$ cat src/rtl/dp_sram_be.sv
// dp_sram_be: simple-dual-port SRAM with per-byte write enables,
// write-first collision forwarding, read latency 1 or 2, a one-cycle
// read-valid strobe and a zero-fill init sequencer that runs after reset.
// Optional build macro: DP_SRAM_PARITY_EN adds per-byte even parity and oParErr.
//
// state | meaning
// INIT  | writing zero to mem[cnt_q]; user requests ignored, oInitBusy high
// RUN   | normal operation; left only through iRst
module dp_sram_be #(
    parameter  int SRAM_DEPTH = 16,
    parameter  int DATA_WIDTH = 32,
    parameter  int RD_LATENCY = 1,
    localparam int AW         = (SRAM_DEPTH > 2) ? $clog2(SRAM_DEPTH) : 1,
    localparam int BW         = DATA_WIDTH / 8
) (
    input  logic                  iClk,
    input  logic                  iRst,
    input  logic                  iWrCsn,
    input  logic [AW-1:0]         iWrAddr,
    input  logic [BW-1:0]         iWrBe,
    input  logic [DATA_WIDTH-1:0] iWrDt,
    input  logic                  iRdCsn,
    input  logic [AW-1:0]         iRdAddr,
    output logic [DATA_WIDTH-1:0] oRdDt,
    output logic                  oRdVld,
`ifdef DP_SRAM_PARITY_EN
    output logic                  oParErr,
`endif
    output logic                  oInitBusy
);

    if (RD_LATENCY != 1 && RD_LATENCY != 2) begin : g_bad_latency
        $error("dp_sram_be: RD_LATENCY must be 1 or 2");
    end
    if (DATA_WIDTH % 8 != 0) begin : g_bad_width
        $error("dp_sram_be: DATA_WIDTH must be a multiple of 8");
    end

    typedef enum logic {ST_INIT = 1'b0, ST_RUN = 1'b1} state_e;

    localparam logic [AW-1:0] LAST_ADDR = AW'(SRAM_DEPTH - 1);
    // One extra bit so the range compare is meaningful for power-of-2 depths too.
    localparam logic [AW:0]   DEPTH_W   = (AW + 1)'(SRAM_DEPTH);

    state_e                  state_q, state_d;
    logic [AW-1:0]           cnt_q, cnt_d;
    logic [DATA_WIDTH-1:0]   mem_q [SRAM_DEPTH];
    logic                    run, wr_en, rd_acc, rd_hit;
    logic [DATA_WIDTH-1:0]   rd_word;
    logic                    s_vld;
    logic [DATA_WIDTH-1:0]   s_dt;
    logic                    rd_vld_q;
    logic [DATA_WIDTH-1:0]   rd_dt_q;
`ifdef DP_SRAM_PARITY_EN
    // Stored parity is a plain array so a bench can flip bits hierarchically.
    logic [BW-1:0]           par_q [SRAM_DEPTH];
    logic                    rd_err, s_err, par_err_q;
`endif

    // FSM state and init counter register
    always_ff @(posedge iClk or posedge iRst) begin
        if (iRst) begin
            state_q <= ST_INIT;
            cnt_q   <= '0;
        end else begin
            state_q <= state_d;
            cnt_q   <= cnt_d;
        end
    end

    // FSM next state: sweep every address once, then run forever
    always_comb begin
        state_d = state_q;
        cnt_d   = cnt_q;
        if (state_q == ST_INIT) begin
            cnt_d = cnt_q + 1'b1;
            if (cnt_q == LAST_ADDR) begin
                state_d = ST_RUN;
                cnt_d   = '0;
            end
        end
    end

    // Request decode and write-first read word (out-of-range reads give zero)
    always_comb begin
        run     = (state_q == ST_RUN);
        wr_en   = run && !iWrCsn && ({1'b0, iWrAddr} < DEPTH_W);
        rd_acc  = run && !iRdCsn;
        rd_hit  = wr_en && (iWrAddr == iRdAddr);
        rd_word = '0;
`ifdef DP_SRAM_PARITY_EN
        rd_err  = 1'b0;
`endif
        if ({1'b0, iRdAddr} < DEPTH_W) begin
            rd_word = mem_q[iRdAddr];
            for (int b = 0; b < BW; b++) begin
                if (rd_hit && iWrBe[b]) begin
                    rd_word[8*b +: 8] = iWrDt[8*b +: 8];
`ifdef DP_SRAM_PARITY_EN
                end else if ((^mem_q[iRdAddr][8*b +: 8]) != par_q[iRdAddr][b]) begin
                    rd_err = 1'b1;
`endif
                end
            end
        end
    end

    // Storage array: zero-fill during INIT, byte-masked writes during RUN
    always_ff @(posedge iClk) begin
        if (state_q == ST_INIT) begin
            mem_q[cnt_q] <= '0;
`ifdef DP_SRAM_PARITY_EN
            par_q[cnt_q] <= '0;
`endif
        end else if (wr_en) begin
            for (int b = 0; b < BW; b++) begin
                if (iWrBe[b]) begin
                    mem_q[iWrAddr][8*b +: 8] <= iWrDt[8*b +: 8];
`ifdef DP_SRAM_PARITY_EN
                    par_q[iWrAddr][b] <= ^iWrDt[8*b +: 8];
`endif
                end
            end
        end
    end

    if (RD_LATENCY == 2) begin : g_lat2
        logic                  p_vld_q;
        logic [DATA_WIDTH-1:0] p_dt_q;
`ifdef DP_SRAM_PARITY_EN
        logic                  p_err_q;
`endif
        // Extra read pipeline stage for the two-cycle latency option
        always_ff @(posedge iClk or posedge iRst) begin
            if (iRst) begin
                p_vld_q <= 1'b0;
                p_dt_q  <= '0;
`ifdef DP_SRAM_PARITY_EN
                p_err_q <= 1'b0;
`endif
            end else begin
                p_vld_q <= rd_acc;
                if (rd_acc) begin
                    p_dt_q <= rd_word;
                end
`ifdef DP_SRAM_PARITY_EN
                p_err_q <= rd_acc && rd_err;
`endif
            end
        end
        assign s_vld = p_vld_q;
        assign s_dt  = p_dt_q;
`ifdef DP_SRAM_PARITY_EN
        assign s_err = p_err_q;
`endif
    end else begin : g_lat1
        assign s_vld = rd_acc;
        assign s_dt  = rd_word;
`ifdef DP_SRAM_PARITY_EN
        assign s_err = rd_err;
`endif
    end

    // Output stage: data holds between strobes
    always_ff @(posedge iClk or posedge iRst) begin
        if (iRst) begin
            rd_vld_q  <= 1'b0;
            rd_dt_q   <= '0;
`ifdef DP_SRAM_PARITY_EN
            par_err_q <= 1'b0;
`endif
        end else begin
            rd_vld_q <= s_vld;
            if (s_vld) begin
                rd_dt_q <= s_dt;
            end
`ifdef DP_SRAM_PARITY_EN
            par_err_q <= s_vld && s_err;
`endif
        end
    end

    assign oRdDt     = rd_dt_q;
    assign oRdVld    = rd_vld_q;
    assign oInitBusy = (state_q == ST_INIT);
`ifdef DP_SRAM_PARITY_EN
    assign oParErr   = par_err_q;
`endif

endmodule

$ cat config.mk
export PLATFORM = sky130hd
export DESIGN_NAME = dp_sram_be
export DESIGN_NICKNAME = d
export VERILOG_FILES = /design/src/rtl/dp_sram_be.sv
export SDC_FILE = /design/constraint.sdc
export NUM_CORES = 1
export LEC_CHECK = 0
export CAP_MARGIN = 40
export CORE_MARGIN = 10
export CORE_UTILIZATION = 60
export CTS_CLUSTER_DIAMETER = 50
export DETAILED_ROUTE_END_ITERATION = 10
export PLACE_DENSITY_LB_ADDON = 0.25
export SYNTH_ARGS = -nofsm -noshare
export SYNTH_HDL_FRONTEND = slang
export SYNTH_SLANG_ARGS = --single-unit
export TNS_END_PERCENT = 10
$ cat constraint.sdc
create_clock -name iClk -period 3.2 [get_ports iClk]
set_input_delay 0.64 -clock iClk [delete_from_list [all_inputs] [get_ports iClk]]
set_output_delay 0.64 -clock iClk [all_outputs]
set_load 0.03 [all_outputs]
==> results of run 1 <==
[cells in the mapped netlist (all sizes together) (2+ instances only)]
library cell / n
clkbuf: 48
o31a: 4
mux4: 160
o22ai: 2
or3: 8
nor2b: 3
nor3: 43
nand2: 6
nand3: 35
o31ai: 2
o21ai: 35
and3: 2
o41ai: 2
or2: 7
edfxtp: 512
inv: 10
and2: 32
a21oi: 6
dfrtp: 38
a31oi: 36
buf: 25
nor2: 66
[logic make-up after synthesis]
kind of cell    after synthesis  synth area share (%)
mux                         162                 16.57
compound gates               88                 2.383
flops                       550                 74.57
simple gates                204                 4.778
xor+xnor                      1               0.04001
fa+ha+maj                     1               0.05714
buf+inv                      83                 1.600
[critical path, cell delays in order]
cell	delay, ns
clkdlybuf4s50_1	0.53
nor4_4	0.06
buf_4	0.16
or3_1	0.41
or3_1	0.36
o31a_1	0.12
or2_2	0.37
nor2_1	0.14
buf_4	0.20
[power breakdown]
part	switching, mW	internal, mW	leakage (nW)
Combinational	0.620	0.432	2.50
Sequential	0.0343	7.93	5.75
Clock	2.63	3.75	0.893
Total	3.28	12.1	9.14
[placed cells by master (no fill, tap or decap), types with 5 or more instances in the layout]
cell type        count
edfxtp_1           512
mux4_2             160
buf_4              114
clkdlybuf4s50_1     77
nor2_1              65
clkbuf_16           55
nor3_1              38
dfrtp_1             38
a31oi_1             36
nand3_1             35
o21ai_1             32
and2_1              32
clkinv_2            16
clkbuf_1             9
buf_12               9
inv_1                8
or3_1                8
or2_2                7
nand2_1              6
bufinv_16            6
clkbuf_8             6
a21oi_1              5
clkinv_1             5
[layer usage]
layer  wire [µm]  global-route usage, %  part of all wire, %
met1       18790                  30.37                   38
met2       25130                  37.39                   51
met3        3970                  4.362                  8.1
met4         921                  5.569                  1.9
met5           0                      0                    0
[flip-flops by register name (all words and copies together), names as in the netlist]
register and cells:
oRdDt 32, run 1, mem_q 512, oRdVld 1, cnt_q 4
[per-stage QoR]
| stage | hold WS, ns | util, % |
|---|---|---|
| floorplan | 0.5275 | - |
| global placement | 0.5349 | 66.95 |
| detailed placement | 0.5436 | 66.97 |
| CTS | 0.4077 | 72.00 |
| global route | 0.4336 | 72.00 |
| finish | 0.4108 | 72.00 |
[cell type report]
class / count / share of cell area (%)
flip-flops and latches: 550 / 63.29
multi-input cells: 456 / 20.26
repair buffers: 203 / 7.096
clock buffers: 69 / 5.733
well taps: 461 / 2.236
clock inverters: 32 / 1.242
inverters: 10 / 0.1455
[worst min-delay path by stage]
| stage | endpoint | cells after the start | slack (ns) |
|---|---|---|---|
| 6_report | oRdDt[9]$_DFFE_PP0P_ | 3 | 0.41 |
| 5_1_grt | oRdDt[7]$_DFFE_PP0P_ | 3 | 0.43 |
| 4_1_cts | oRdDt[7]$_DFFE_PP0P_ | 3 | 0.41 |
| 3_5_place_dp | oRdDt[12]$_DFFE_PP0P_ | 2 | 0.54 |
| 3_3_place_gp | oRdDt[6]$_DFFE_PP0P_ | 2 | 0.53 |
| 2_1_floorplan | cnt_q[3]$_DFFE_PP0N_ | 1 | 0.53 |
==> flow_metrics.py, run 1 <==
metrics = {
    "global_routing": {
        "grt_usage_pct": 22.49,
        "grt_pass1_wl_mm": 74.77,
        "antenna_found_initial": 0,
        "globalRouteOverflowTotal": 0,
        "grt_pass1_vias": 11981,
        "grt_max_degree": 66,
    },
    "sta": {
        "finalHoldViolCount": 0,
        "maxClockFrequency_ghz": 0.3676,
        "fin_crit_sh_pct": 85.02,
        "rsz0062_at_grt": "no",
        "layout_setup_ws_ns": 0.4794,
        "fin_skew_ns": 0.01387,
        "relSlewSlack_pct": 35.49,
        "maxSlewViolCount": 0,
        "tns_ns": 0,
        "period_minus_slack_ns": 2.721,
        "setup_viol": 0,
        "worst-slew-pin-transition_ns": 0.9624,
    },
    "detailed_routing": {
        "postRouteAntennaNets": 0,
        "first_pass_iters": 5,
        "drtIter0Drc": 1104,
        "wl_per_cell_um": 27.41,
        "wl_mm": 48.81,
        "via_per_inst": 6.409,
        "vias": 11415,
        "remaining_drc_errors": 0,
    },
    "clock_network": {
        "clkTransAtPathRegs_ns": 0.06,
        "cts_inserted_buffers": 54,
        "cts_hold_buffers": 0,
        "htree_levels": 2,
        "clock_latency_ns": 0.58,
        "cts_root_buffer": "clkbuf_16",
        "clock-sinks": 550,
        "cts_resized": 0,
        "cts_buffer_depth": 3,
        "cts_setup_buffers": 0,
        "cts_tree": "done",
    },
    "run_status": {
        "outcome": "complete, no violations",
    },
    "logic_synthesis": {
        "synth_area_leaders": "edfxtp_1, mux4_2, dfrtp_1",
        "yosysSeqAreaShare_pct": 74.57,
        "synth_fp_nets": 1138,
        "synth_top_area_share_pct": 70.23,
        "synth_ff_type": "edfxtp_1",
        "avgSynthCellArea_um2": 20.10,
        "synth_edf_count": 512,
        "ys_ff_latch": 550,
        "async_flop_share_pct": 6.909,
        "ys_warn_count": 0,
        "synth_area_leader_cell": "edfxtp_1",
        "synth_cell_type_count": 38,
        "syn-cell-area_um2": 21890,
        "syn-instance-count": 1089,
    },
    "floorplan": {
        "start_util_pct": 61.11,
        "io-pin-count": 82,
        "fp.dieW_um": 211.0,
        "rows": 69,
        "die_h_um": 211.0,
        "design.core.area_um2": 35830,
        "die-area_um2": 44530,
    },
    "critical_path": {
        "critPathArrivalTime_ns": 3.00,
        "r2r-start": "run$_DFF_PP0_",
        "r2r_end": "mem_q[3][11]$_DFFE_PP_",
        "crit_end": "mem_q[3][11]$_DFFE_PP_",
        "critPathLaunchType": "input port",
        "path_max_fanout": 8,
        "r2r_slack_ns": 0.60,
        "worstSetupPathType": "in -> reg",
        "required_ns": 3.48,
        "critPathCaptureType": "flop",
        "startpoint": "iWrBe[1]",
        "rr_worst_depth": 7,
    },
    "worst_hold_path": {
        "hp-class": "in -> async",
    },
    "cells_and_area": {
        "final-seq-area_um2": 16330,
        "drive_gt1_share_pct": 29.70,
        "antenna_cells": 0,
        "syn2layout_area_growth_pct": 17.82,
        "fin_area_um2": 25790,
        "multiInputGateArea_um2": 5225,
        "fin_cells": 1781,
        "num-nets-final": 1324,
        "n_fill_cell": 2059,
    },
    "pwr": {
        "power_leakage_nw": 9.138,
        "p_total_mw": 15.40,
        "p_per_area_nw_per_um2": 596.8,
        "ir_drop_v": 0.0005464,
    },
    "placed_design": {
        "post-place-ws_ns": -0.07234,
        "gp_congestion": 0.8768,
        "io_buffers": 81,
        "placed_cell_area_um2": 24000,
        "dp_hpwl_mm": 31.47,
        "dp.cells": 1680,
    },
    "job": {
        "maxCapViolCount": 0,
    },
}
No activity file was read; power rests on OpenSTA's default activity.
==> run 2, diff against run 1 <==
ABC_CLOCK_PERIOD_IN_PS = 3200   (was default)
HOLD_SLACK_MARGIN = 0.08   (was default)
==> results of run 2 <==
Final layout, timing and power as in run 1 (identical DEF).
